==> src/rtl/hdmi_mode_ctrl.sv <==
// Purpose: debounces the user key and steps the HDMI test-pattern index, applying each change only at a frame start.
// Latency: key edge -> PENDING_O after 2 sync + DEBOUNCE_CYCLES + 1 cycles; MODE_O updates the cycle after the VS leading edge.
// Backpressure: none; at most one request is held pending and later presses are dropped. Optional auto-advance: HDMI_MODE_AUTO_EN.
module hdmi_mode_ctrl #(
    parameter int DEBOUNCE_CYCLES = 1000000,
    parameter int NUM_MODES       = 4,
    parameter int VS_POL          = 1,
    parameter int AUTO_FRAMES     = 300
) (
    input  logic       PXLCLK_I,
    input  logic       RST_N,
    input  logic       KEY_I,
    input  logic       VS_I,
    output logic [1:0] MODE_O,
    output logic [3:0] LED_O,
    output logic       MODE_CHG_O,
    output logic       PENDING_O
);

    localparam int         DEB_W     = $clog2(DEBOUNCE_CYCLES);
    localparam logic [1:0] MODE_LAST = 2'(NUM_MODES - 1);
    localparam logic [0:0] ST_IDLE   = 1'b0;
    localparam logic [0:0] ST_PEND   = 1'b1;

    // Out-of-range parameters stop elaboration instead of building a broken controller.
    generate
        if (DEBOUNCE_CYCLES < 2 || NUM_MODES < 2 || NUM_MODES > 4 || AUTO_FRAMES < 1) begin : g_bad_param
            $error("hdmi_mode_ctrl: illegal parameter value");
        end
    endgenerate

    logic             sync1_q, key_s;
    logic             key_stb_q;
    logic [DEB_W-1:0] deb_cnt_q;
    logic             press_q;
    logic             deb_hit;
    logic             vs_act, vs_d_q, frame_start;
    logic             req;
    logic [0:0]       state_q;
    logic [1:0]       mode_q, mode_d;
    logic [3:0]       led_q;
    logic             chg_q;

    // Two-flop synchronizer; both flops idle high (key released).
    always_ff @(posedge PXLCLK_I) begin
        if (!RST_N) begin
            sync1_q <= 1'b1;
            key_s   <= 1'b1;
        end else begin
            sync1_q <= KEY_I;
            key_s   <= sync1_q;
        end
    end

    // The synchronized level must differ for DEBOUNCE_CYCLES cycles in a row before it is accepted.
    assign deb_hit = (key_s != key_stb_q) && (deb_cnt_q == DEB_W'(DEBOUNCE_CYCLES - 1));

    // Debounce counter, stable level, and a one-cycle press pulse on the accepted 1->0 transition.
    always_ff @(posedge PXLCLK_I) begin
        if (!RST_N) begin
            deb_cnt_q <= '0;
            key_stb_q <= 1'b1;
            press_q   <= 1'b0;
        end else begin
            press_q <= deb_hit && !key_s;
            if (key_s == key_stb_q || deb_hit) begin
                deb_cnt_q <= '0;
            end else begin
                deb_cnt_q <= deb_cnt_q + 1'b1;
            end
            if (deb_hit) begin
                key_stb_q <= key_s;
            end
        end
    end

    // VS is normalised to active-high so the frame-start detector is polarity independent.
    assign vs_act      = (VS_POL != 0) ? VS_I : ~VS_I;
    assign frame_start = vs_act && !vs_d_q;

    // One-cycle delayed VS used for leading-edge detection.
    always_ff @(posedge PXLCLK_I) begin
        if (!RST_N) begin
            vs_d_q <= 1'b0;
        end else begin
            vs_d_q <= vs_act;
        end
    end

`ifdef HDMI_MODE_AUTO_EN
    localparam int FRM_W = (AUTO_FRAMES > 1) ? $clog2(AUTO_FRAMES) : 1;

    logic [FRM_W-1:0] frm_cnt_q;
    logic             auto_req;

    // A key press in the same cycle takes precedence so only one advance is queued.
    assign auto_req = frame_start && (frm_cnt_q == FRM_W'(AUTO_FRAMES - 1))
                      && (state_q == ST_IDLE) && !press_q;
    assign req      = press_q || auto_req;

    // Frame counter: counts frame starts, holds at its terminal value while a request is pending.
    always_ff @(posedge PXLCLK_I) begin
        if (!RST_N) begin
            frm_cnt_q <= '0;
        end else if (press_q || auto_req) begin
            frm_cnt_q <= '0;
        end else if (frame_start && frm_cnt_q != FRM_W'(AUTO_FRAMES - 1)) begin
            frm_cnt_q <= frm_cnt_q + 1'b1;
        end
    end
`else
    assign req = press_q;
`endif

    assign mode_d = (mode_q == MODE_LAST) ? 2'd0 : mode_q + 2'd1;

    // Request FSM; the mode and its LED image are registered together at the frame start.
    // A request raised in the frame-start cycle itself waits for the next frame.
    always_ff @(posedge PXLCLK_I) begin
        if (!RST_N) begin
            state_q <= ST_IDLE;
            mode_q  <= 2'd0;
            led_q   <= 4'b0001;
            chg_q   <= 1'b0;
        end else begin
            chg_q <= 1'b0;
            case (state_q)
                ST_IDLE: begin
                    if (req) begin
                        state_q <= ST_PEND;
                    end
                end
                default: begin
                    if (frame_start) begin
                        state_q <= ST_IDLE;
                        mode_q  <= mode_d;
                        led_q   <= 4'b0001 << mode_d;
                        chg_q   <= 1'b1;
                    end
                end
            endcase
        end
    end

    assign MODE_O     = mode_q;
    assign LED_O      = led_q;
    assign MODE_CHG_O = chg_q;
    assign PENDING_O  = (state_q == ST_PEND);

endmodule

==> config.mk <==
export PLATFORM = sky130hd
export DESIGN_NAME = hdmi_mode_ctrl
export DESIGN_NICKNAME = d
export VERILOG_FILES = /design/src/rtl/hdmi_mode_ctrl.sv
export SDC_FILE = /design/constraint.sdc
export NUM_CORES = 1
export LEC_CHECK = 0
export ABC_CLOCK_PERIOD_IN_PS = 2200
export CAP_MARGIN = 20
export CORE_MARGIN = 2
export CORE_UTILIZATION = 52
export DETAILED_ROUTE_END_ITERATION = 10
export PLACE_DENSITY_LB_ADDON = 0.15
export SYNTH_ARGS = -nofsm -noshare
export SYNTH_HDL_FRONTEND = slang
export SYNTH_SLANG_ARGS = --single-unit
==> constraint.sdc <==
create_clock -name PXLCLK_I -period 2.2 [get_ports PXLCLK_I]
set_input_delay 0.44 -clock PXLCLK_I [delete_from_list [all_inputs] [get_ports PXLCLK_I]]
set_output_delay 0.44 -clock PXLCLK_I [all_outputs]
set_load 0.005 [all_outputs]
==> metrics.yaml, run 1 <==
sta:
  max_clock_freq_mhz: 558.3
  post-route-period-util_pct: 81.42
  min_period_ns: 1.791
  rsz0062_at_grt: "false"
  tightest_slew_ns: 0.4603
  setup_violations: 0
  fin_skew_ns: 0.009252
  slew_viol_final: 0
  hold_viol_final: 0
  maxSlewHeadroom_pct: 69.22
  finalSetupTns_ns: 0
outcome:
  status: "finished, final reports clean"
synthesis:
  synth.avg_cell_area_um2: 9.746
  syn_area_um2: 1481
  synth_edf_count: 0
  async_flop_share_pct: 0
  ys_seq_area_share_pct: 44.59
  yosysUniqueCellTypes: 38
  synthesis.nets: 162
  ys_ff_latch: 33
  syn_inst: 152
  dominantRegCellSynth: "dfxtp_1"
  yosys_warnings: 0
global_route:
  antenna_found_initial: 0
  grt_pass1_vias: 1017
  grt-ovfl-total: 0
  grt_max_degree: 21
  gr-usage-all-layers_pct: 17.67
  grt_first_pass_wirelength_um: 4388
critical_path:
  r2r_slack_ns: 0.41
  slowest_delay_ns: 0.54
  worstPathRequired_ns: 1.76
  reg2reg_to: "deb_cnt_q[16]$_SDFF_PP0_"
  worstPathMaxFanout: 7
  cp-start-kind: "register"
  critPathBufInv: 1
  end_kind: "output port"
  worstSetupPathType: "register to output port"
  path_delay_family: "buffers and inverters"
  cp.arrival_ns: 1.35
  ff2ff_path_depth: 5
  cpMaxStageDelayCell: "clkdlybuf4s50_1"
  r2r_start: "deb_cnt_q[0]$_SDFF_PP0_"
  crit_chain: "clkdlybuf4s50_1"
power:
  p_comb_share_pct: 1.5
  p_leak_nw: 0.6141
  p_int_mw: 0.8794
  irDropWorstVdd_mv: 0.6610
  switching_share_pct: 19.36
  switchingPower_mw: 0.2112
  pwr-share-seq_pct: 55.2
  finalPower_mw: 1.091
  power_frac_clock_pct: 43.3
  p_per_area_nw_per_um2: 650.4
route:
  vias: 1105
  drt-pass1-iter-count: 4
  drc: 0
  wl_um: 2451
  wire_per_inst_um: 12.44
  drt_iter0_drc: 74
  routed_via_density: 5.609
  drtAntennaViolNets: 0
cts:
  cts_htree_levels: 2
  cts_root_buf: "clkbuf_4"
  path_clk_slew_ns: 0.10
  tritoncts: "yes"
  hold_buffers: 0
  clockBufferDepth: 2
  ctsResizeCount: 0
  post_cts_buffers: 0
  numCtsBuffers: 5
  clk-insertion-delay-late_ns: 0.34
  cts.sinks: 33
floorplanning:
  core_area_um2: 2734
  num_rows: 19
  ios: 12
  start_util_pct: 54.19
  die_w_um: 57.38
  dieArea_um2: 3292
  die_h_um: 57.38
finish:
  drive_gt1_share_pct: 12.05
  layout.nets: 175
  layout_commonest_cell: "dfxtp_1"
  area_growth_pct: 13.18
  fillCellCount: 235
  final_cell_mix: "dfxtp_1, nor2_1, clkdlybuf4s50_1, xor2_1"
  top_register: "deb_cnt_q"
  multi_input_area_um2: 755.7
  largest_reg_flops: 20
  antennaDiodeCount: 0
  seqCellArea_um2: 660.6
min_path:
  hold_depth: 1
  min_from: "sync1_q$_SDFF_PN1_"
  hold_end: "key_s$_SDFF_PN1_"
  min_path_type: "register to register"
placed_design:
  io_buffers: 11
  hpwl_um: 1669
  globalplace.congestion: 0.8484
job:
  cap_viol_max_count: 0
==> worst max path at each step <==
stage,start,end,slack (ns),cells past startpoint
2_1_floorplan,deb_cnt_q[0]$_SDFF_PP0_,deb_cnt_q[18]$_SDFF_PP0_,0.59,5
3_3_place_gp,VS_I,MODE_O[0]$_SDFFE_PN0P_,0.47,5
3_5_place_dp,deb_cnt_q[0]$_SDFF_PP0_,deb_cnt_q[16]$_SDFF_PP0_,0.42,5
4_1_cts,MODE_O[0]$_SDFFE_PN0P_,MODE_O[0],0.39,1
5_1_grt,deb_cnt_q[15]$_SDFF_PP0_,deb_cnt_q[12]$_SDFF_PP0_,0.30,5
6_report,MODE_O[0]$_SDFFE_PN0P_,MODE_O[0],0.41,1
==> cells by family (layout without fill, tap and decap cells) <==
group	after synthesis	count (layout)	share of synthesized area [%]
buffers and inverters	11	25	4.392
flip-flops	33	33	44.59
multiplexers	5	5	3.379
AO/OA/AOI/OAI	19	19	8.868
XOR/XNOR	12	12	7.095
adder cells (fa/ha/maj)	6	6	5.067
AND/OR/NAND/NOR	66	66	26.61
==> synth_stat cells, types with 2 or more instances <==
cell type	number	area share [%]
nand2_1	8	2.0
clkbuf_1	2	0.51
nand2b_1	2	0.84
mux2i_1	5	3.4
a21oi_1	5	1.7
and2_1	2	0.84
or4_1	3	1.5
o21ai_0	2	0.68
and3_1	2	0.84
a21oi_2	3	1.8
nand4_1	3	1.3
or4_4	3	2.3
buf_6	3	2.3
inv_1	5	1.3
o211ai_1	2	1.0
nor2_1	19	4.8
xnor2_1	3	1.8
xor2_1	9	5.3
nand3_1	8	2.7
o31ai_1	6	3.0
nor3_1	2	0.68
nor4b_1	2	1.2
dfxtp_1	33	45
ha_1	6	5.1
==> layout make-up <==
| type | instances | area share, % |
|---|---|---|
| tap | 31 | 2.313 |
| clock inverter | 1 | 1.791 |
| multi-input combinational | 108 | 45.07 |
| sequential | 33 | 39.40 |
| timing repair buffer | 12 | 7.015 |
| clock buffer | 7 | 3.284 |
| inverter | 5 | 1.119 |
==> power groups by stage <==
stage	registers [mW]	logic, mW	clock network [mW]
after CTS	0.602	0.0170	0.487
final	0.602	0.0169	0.472
after global routing	0.602	0.0191	0.510
after floorplan	0.615	0.0103	0
after detailed placement	0.616	0.0169	0
after global placement	0.616	0.0166	0
==> per-layer routing <==
layer	vias up	GRT usage, %	wire [um]
met1	515	20.26	1157
li1	564	-	-
met2	20	29.06	1126
met3	6	4.082	107
met4	0	11.96	59
met5	-	0	0
==> stage by stage <==
step / worst slack, ns / utilization, % / instance area (um^2) / cells / hold slack, ns
4_1_cts: 0.3946 / 61.33 / 1677 / 197 / 0.4326
5_1_grt: 0.2976 / 61.33 / 1677 / 197 / 0.4683
6_report: 0.4088 / 61.33 / 1677 / 197 / 0.4250
2_1_floorplan: 0.5859 / - / 1481 / 152 / 0.3863
3_5_place_dp: 0.4248 / 58.22 / 1592 / 189 / 0.4021
3_3_place_gp: 0.4749 / 58.22 / 1592 / 189 / 0.3989
Note: power is estimated with default switching activity, not from simulation.
==> run 2: changes to the inputs <==
--- a/config.mk
+++ b/config.mk
@@ -5,7 +5,7 @@
 export SDC_FILE = /design/constraint.sdc
 export NUM_CORES = 1
 export LEC_CHECK = 0
-export ABC_CLOCK_PERIOD_IN_PS = 2200
+export ABC_CLOCK_PERIOD_IN_PS = 1800
 export CAP_MARGIN = 20
 export CORE_MARGIN = 2
 export CORE_UTILIZATION = 52
==> constraint.sdc (replaced) <==
create_clock -name PXLCLK_I -period 1.8 [get_ports PXLCLK_I]
set_input_delay 0.36 -clock PXLCLK_I [delete_from_list [all_inputs] [get_ports PXLCLK_I]]
set_output_delay 0.36 -clock PXLCLK_I [all_outputs]
set_load 0.005 [all_outputs]
==> metrics.yaml, run 2 (synthesis gave the netlist of run 1 again) <==
route:
  wire_per_inst_um: 12.71  # +2.2%
  vias: 1102  # -0.27%
  drt-pass1-iter-count: 4  # unchanged
  routed_via_density: 5.455  # -2.7%
  drt_iter0_drc: 27  # -64%
  drc: 0  # unchanged
  wl_um: 2568  # +4.8%
  drtAntennaViolNets: 0  # unchanged
finish:
  drive_gt1_share_pct: 16.37  # +4.3 points
  final_cell_mix: "dfxtp_1, nor2_1, clkdlybuf4s50_1, xor2_1"
  largest_reg_flops: 20  # unchanged
  layout.nets: 180  # +2.9%
  fin_area_um2: 1725  # +2.9%
  antennaDiodeCount: 0  # unchanged
  layout_commonest_cell: "dfxtp_1"
  finish.utilization_pct: 63.11  # +1.8 points
  area_growth_pct: 16.47
  fillCellCount: 256  # +8.9%
  top_register: "deb_cnt_q"
  final_cells: 202  # +2.5%
power:
  irDropWorstVdd_mv: 0.6315  # -4.5%
  p_per_area_nw_per_um2: 775.3  # +19%
  p_leak_nw: 0.6414  # +4.4%
critical_path:
  critPathBufInv: 1  # unchanged
  path_delay_family: "buffers and inverters"
  cp.arrival_ns: 1.32  # -0.03 ns
  worstPathRequired_ns: 1.44  # -0.32 ns
  worstPathMaxFanout: 7  # unchanged
  crit_chain: "clkdlybuf4s50_1"
  end_kind: "output port"
  slowest_delay_ns: 0.54  # about the same
  cpMaxStageDelayCell: "clkdlybuf4s50_1"
  cp-start-kind: "register"
  worstSetupPathType: "register to output port"
sta:
  maxSlewHeadroom_pct: 69.71  # +0.49 points
  max_clock_freq_mhz: 594.2
  fin_skew_ns: 0.005397  # -0.003855 ns
  hold_viol_final: 0  # unchanged
  worst_slack_ns: 0.1170  # -0.2918 ns
  post-route-period-util_pct: 93.50
  holdWs_ns: 0.4185  # -0.006502 ns
  setup_violations: 0  # unchanged
  slew_viol_final: 0  # unchanged
  tightest_slew_ns: 0.4530  # -0.007322 ns
  min_period_ns: 1.683
global_route:
  antenna_found_initial: 0  # unchanged
  grt-ovfl-total: 0  # unchanged
  grt_max_degree: 15  # -29%
  grt_pass1_vias: 1032  # +1.5%
  gr-usage-all-layers_pct: 18.32  # +0.65 points
  grt_first_pass_wirelength_um: 4526  # +3.1%
placed_design:
  io_buffers: 11  # unchanged
  hpwl_um: 1852  # +11%
  globalplace.congestion: 0.8624  # +1.7%
  dpl_worst_slack_ns: 0.07771  # -0.3471 ns
  dp.cells: 194  # +2.6%
  dpl-instance-area_um2: 1629  # +2.4%
cts:
  tritoncts: "yes"
  clockBufferDepth: 2  # unchanged
  ctsResizeCount: 0  # unchanged
  numCtsBuffers: 5  # unchanged
  cts_htree_levels: 2  # unchanged
  cts_root_buf: "clkbuf_4"
  hold_buffers: 0  # unchanged
  path_clk_slew_ns: 0.10  # about the same
  cts.sinks: 33  # unchanged
  post_cts_buffers: 0  # unchanged
  clk-insertion-delay-late_ns: 0.33  # about the same
min_path:
  min_path_type: "register to register"
outcome:
  status: "finished, final reports clean"
floorplanning:
  dieArea_um2: 3292  # unchanged
  ios: 12  # unchanged
  start_util_pct: 54.19  # unchanged
  core_area_um2: 2734  # unchanged
  num_rows: 19  # unchanged
  die_h_um: 57.38  # unchanged
  die_w_um: 57.38  # unchanged
job:
  cap_viol_max_count: 0  # unchanged
==> run 2: routing by layer <==
layer  global-route usage (%)  routed length [um]  vias to the layer above  share of wire (%)
li1                         -                   -                      572                  -
met1                    20.94                1181                      513                 46
met2                    29.55                1261                       15                 49
met3                    8.163                 102                        2                4.0
met4                    7.973                  23                        0               0.90
met5                        0                   0                        -                  0
==> run 2: final cells by class <==
cell class | count | area [um^2] | area share, %
clock buffers | 6 | 51.30 | 2.973
clock inverters | 2 | 37.54 | 2.175
inverters | 5 | 18.77 | 1.088
multi-input cells | 108 | 762.0 | 44.16
flip-flops and latches | 33 | 661.9 | 38.36
well taps | 31 | 38.79 | 2.248
repair buffers | 17 | 155.1 | 8.992
==> run 2: worst paths after layout <==
kind,startpoint,end,slack [ns],cells past startpoint
worst max register to register,deb_cnt_q[3]$_SDFF_PP0_,deb_cnt_q[19]$_SDFF_PP0_,0.12,4
worst min register to register,sync1_q$_SDFF_PN1_,key_s$_SDFF_PN1_,0.42,1
worst min-delay path,sync1_q$_SDFF_PN1_,key_s$_SDFF_PN1_,0.42,1
worst max-delay path,MODE_O[0]$_SDFFE_PN0P_,MODE_O[0],0.12,1
==> run 2: power by group <==
group	total [mW]	internal [mW]	switching [mW]
Sequential	0.736	0.734	0.00214
Clock	0.579	0.330	0.249
Combinational	0.0230	0.0120	0.0111
==> run 2: per-stage QoR <==
step	power, mW	setup TNS, ns
CTS	1.360	0
finish	1.338	0
global placement	0.7755	0
detailed placement	0.7758	0
floorplan	0.7645	0
global route	1.399	-0.001870
==> run 3: changes to the inputs <==
==> constraint.sdc (replaced) <==
create_clock -name PXLCLK_I -period 1.8 [get_ports PXLCLK_I]
set_input_delay 0.36 -clock PXLCLK_I [delete_from_list [all_inputs] [get_ports PXLCLK_I]]
set_output_delay 0.36 -clock PXLCLK_I [all_outputs]
set_load 0.02 [all_outputs]
==> metrics.yaml, run 3 (synthesis gave the netlist of run 1 again) <==
floorplanning:
  start_util_pct: 54.19  # unchanged
  core_area_um2: 2734  # unchanged
  ios: 12  # unchanged
  num_rows: 19  # unchanged
  die_w_um: 57.38  # unchanged
  die_h_um: 57.38  # unchanged
  dieArea_um2: 3292  # unchanged
global_route:
  grt_pass1_vias: 1032  # unchanged
  grt-ovfl-total: 0  # unchanged
  gr-usage-all-layers_pct: 18.32  # unchanged
  antenna_found_initial: 0  # unchanged
  grt_max_degree: 15  # unchanged
  grt_first_pass_wirelength_um: 4526  # unchanged
critical_path:
  reg2reg_to: "deb_cnt_q[19]$_SDFF_PP0_"
  ff2ff_path_depth: 4  # unchanged
  end_kind: "register"
  cp.arrival_ns: 1.96  # +0.64 ns
  worstPathMaxFanout: 9  # +2
  r2r_slack_ns: 0.12  # about the same
  r2r_start: "deb_cnt_q[3]$_SDFF_PP0_"
  worstSetupPathType: "register to register"
  cp-start-kind: "register"
  worstPathRequired_ns: 2.08  # +0.64 ns
  startpoint: "deb_cnt_q[3]$_SDFF_PP0_"
power:
  irDropWorstVdd_mv: 0.6315  # about the same
  switchingPower_mw: 0.2622  # about the same
  p_leak_nw: 0.6651  # +3.7%
  p_comb_share_pct: 1.7  # about the same
  power_frac_clock_pct: 43.3  # about the same
  p_int_mw: 1.075  # unchanged
  p_per_area_nw_per_um2: 774.7  # about the same
  switching_share_pct: 19.60  # about the same
  pwr-share-seq_pct: 55.0  # about the same
min_path:
  hold_end: "key_s$_SDFF_PN1_"
  hold_depth: 1  # unchanged
  min_path_type: "register to register"
  min_from: "sync1_q$_SDFF_PN1_"
cts:
  path_clk_slew_ns: 0.10  # about the same
  cts_root_buf: "clkbuf_4"
  cts.sinks: 33  # unchanged
  tritoncts: "yes"
  post_cts_buffers: 0  # unchanged
  cts_htree_levels: 2  # unchanged
  clockBufferDepth: 2  # unchanged
  numCtsBuffers: 5  # unchanged
  clk-insertion-delay-late_ns: 0.33  # about the same
  hold_buffers: 0  # unchanged
placed_design:
  io_buffers: 11  # unchanged
  hpwl_um: 1852  # unchanged
  dp.cells: 194  # unchanged
  globalplace.congestion: 0.8624  # unchanged
  dpl-instance-area_um2: 1629  # unchanged
finish:
  layout.nets: 180  # unchanged
  final_cells: 202  # unchanged
  final_cell_mix: "dfxtp_1, nor2_1, xor2_1, clkdlybuf4s50_1"
  top_register: "deb_cnt_q"
  largest_reg_flops: 20  # unchanged
  drive_gt1_share_pct: 16.37  # unchanged
  area_growth_pct: 16.55  # about the same
  fin_area_um2: 1727  # about the same
  finish.utilization_pct: 63.16  # about the same
  antennaDiodeCount: 0  # unchanged
  layout_commonest_cell: "dfxtp_1"
  fillCellCount: 253  # -1.2%
route:
  wl_um: 2571  # +0.12%
  drc: 0  # unchanged
  routed_via_density: 5.455  # unchanged
  drt_iter0_drc: 27  # unchanged
  wire_per_inst_um: 12.73  # +0.12%
  vias: 1102  # unchanged
  drt-pass1-iter-count: 4  # unchanged
  drtAntennaViolNets: 0  # unchanged
sta:
  post-route-period-util_pct: 93.47  # about the same
  fin_skew_ns: 0.005384  # -0.00001288 ns
  min_period_ns: 1.682  # -0.0005870 ns
  hold_viol_final: 0  # unchanged
  maxSlewHeadroom_pct: 69.58  # -0.13 points
  max_clock_freq_mhz: 594.4  # about the same
  holdWs_ns: 0.4185  # -0.000004000 ns
  setup_violations: 0  # unchanged
  tightest_slew_ns: 0.4550  # +0.001981 ns
  slew_viol_final: 0  # unchanged
job:
  cap_viol_max_count: 0  # unchanged
outcome:
  status: "finished, final reports clean"
==> run 3: cell count changes in the layout (fill, tap and decap cells not counted), sizes merged <==
cell	previous run	this run
dlygate4sd2	0	1
clkdlybuf4s50	11	9
dlymetal6s2s	0	1
==> run 3: cell type report <==
class                   count  area (um^2)  share of cell area, %
flip-flops and latches     33        661.9                  38.33
clock inverters             2        37.54                  2.174
well taps                  31        38.79                  2.246
multi-input cells         108        762.0                  44.13
inverters                   5        18.77                  1.087
clock buffers               6        51.30                  2.971
repair buffers             17        156.4                  9.058
==> run 3: critical path: stages (launching register included) <==
cell and delay [ns]:
dfxtp_1 0.42, nand4_2 0.14, or2_1 0.37, or4_4 0.55
a21oi_2 0.14
==> run 3: worst max-delay path by stage <==
stage / depth (start not counted) / endpoint
after global routing: 5 / deb_cnt_q[18]$_SDFF_PP0_
after detailed placement: 4 / deb_cnt_q[19]$_SDFF_PP0_
after global placement: 4 / deb_cnt_q[17]$_SDFF_PP0_
after CTS: 1 / MODE_O[1]
after floorplan: 5 / deb_cnt_q[18]$_SDFF_PP0_
final: 4 / deb_cnt_q[19]$_SDFF_PP0_
==> run 3: repair_timing <==
| action | in CTS | in global routing |
|---|---|---|
| endpoints found under the setup margin | 1 | 21 |
| pin swaps | 0 | 0 |
| resized for setup | 1 | 3 |
==> run 3: power by group through the flow <==
stage	sequential [mW]	clock [mW]	combinational (mW)
global route	0.736	0.637	0.0257
detailed placement	0.752	0	0.0234
global placement	0.753	0	0.0230
CTS	0.736	0.601	0.0235
floorplan	0.752	0	0.0126
finish	0.736	0.579	0.0231
==> run 3: stage by stage <==
step | power (mW) | setup TNS, ns | worst slack, ns
after floorplan | 0.7645 | 0 | 0.1859
after global placement | 0.7755 | 0 | 0.09494
after detailed placement | 0.7758 | 0 | 0.07771
after CTS | 1.360 | 0 | 0.01276
after global routing | 1.399 | -0.001870 | -0.001870
final | 1.338 | 0 | 0.1176
==> run 3: routing by layer <==
metal / global-route usage [%] / vias up / wire (um)
met5: 0 / - / 0
met4: 7.973 / 0 / 23
met2: 29.55 / 15 / 1262
li1: - / 572 / -
met1: 20.94 / 513 / 1181
met3: 8.163 / 2 / 104
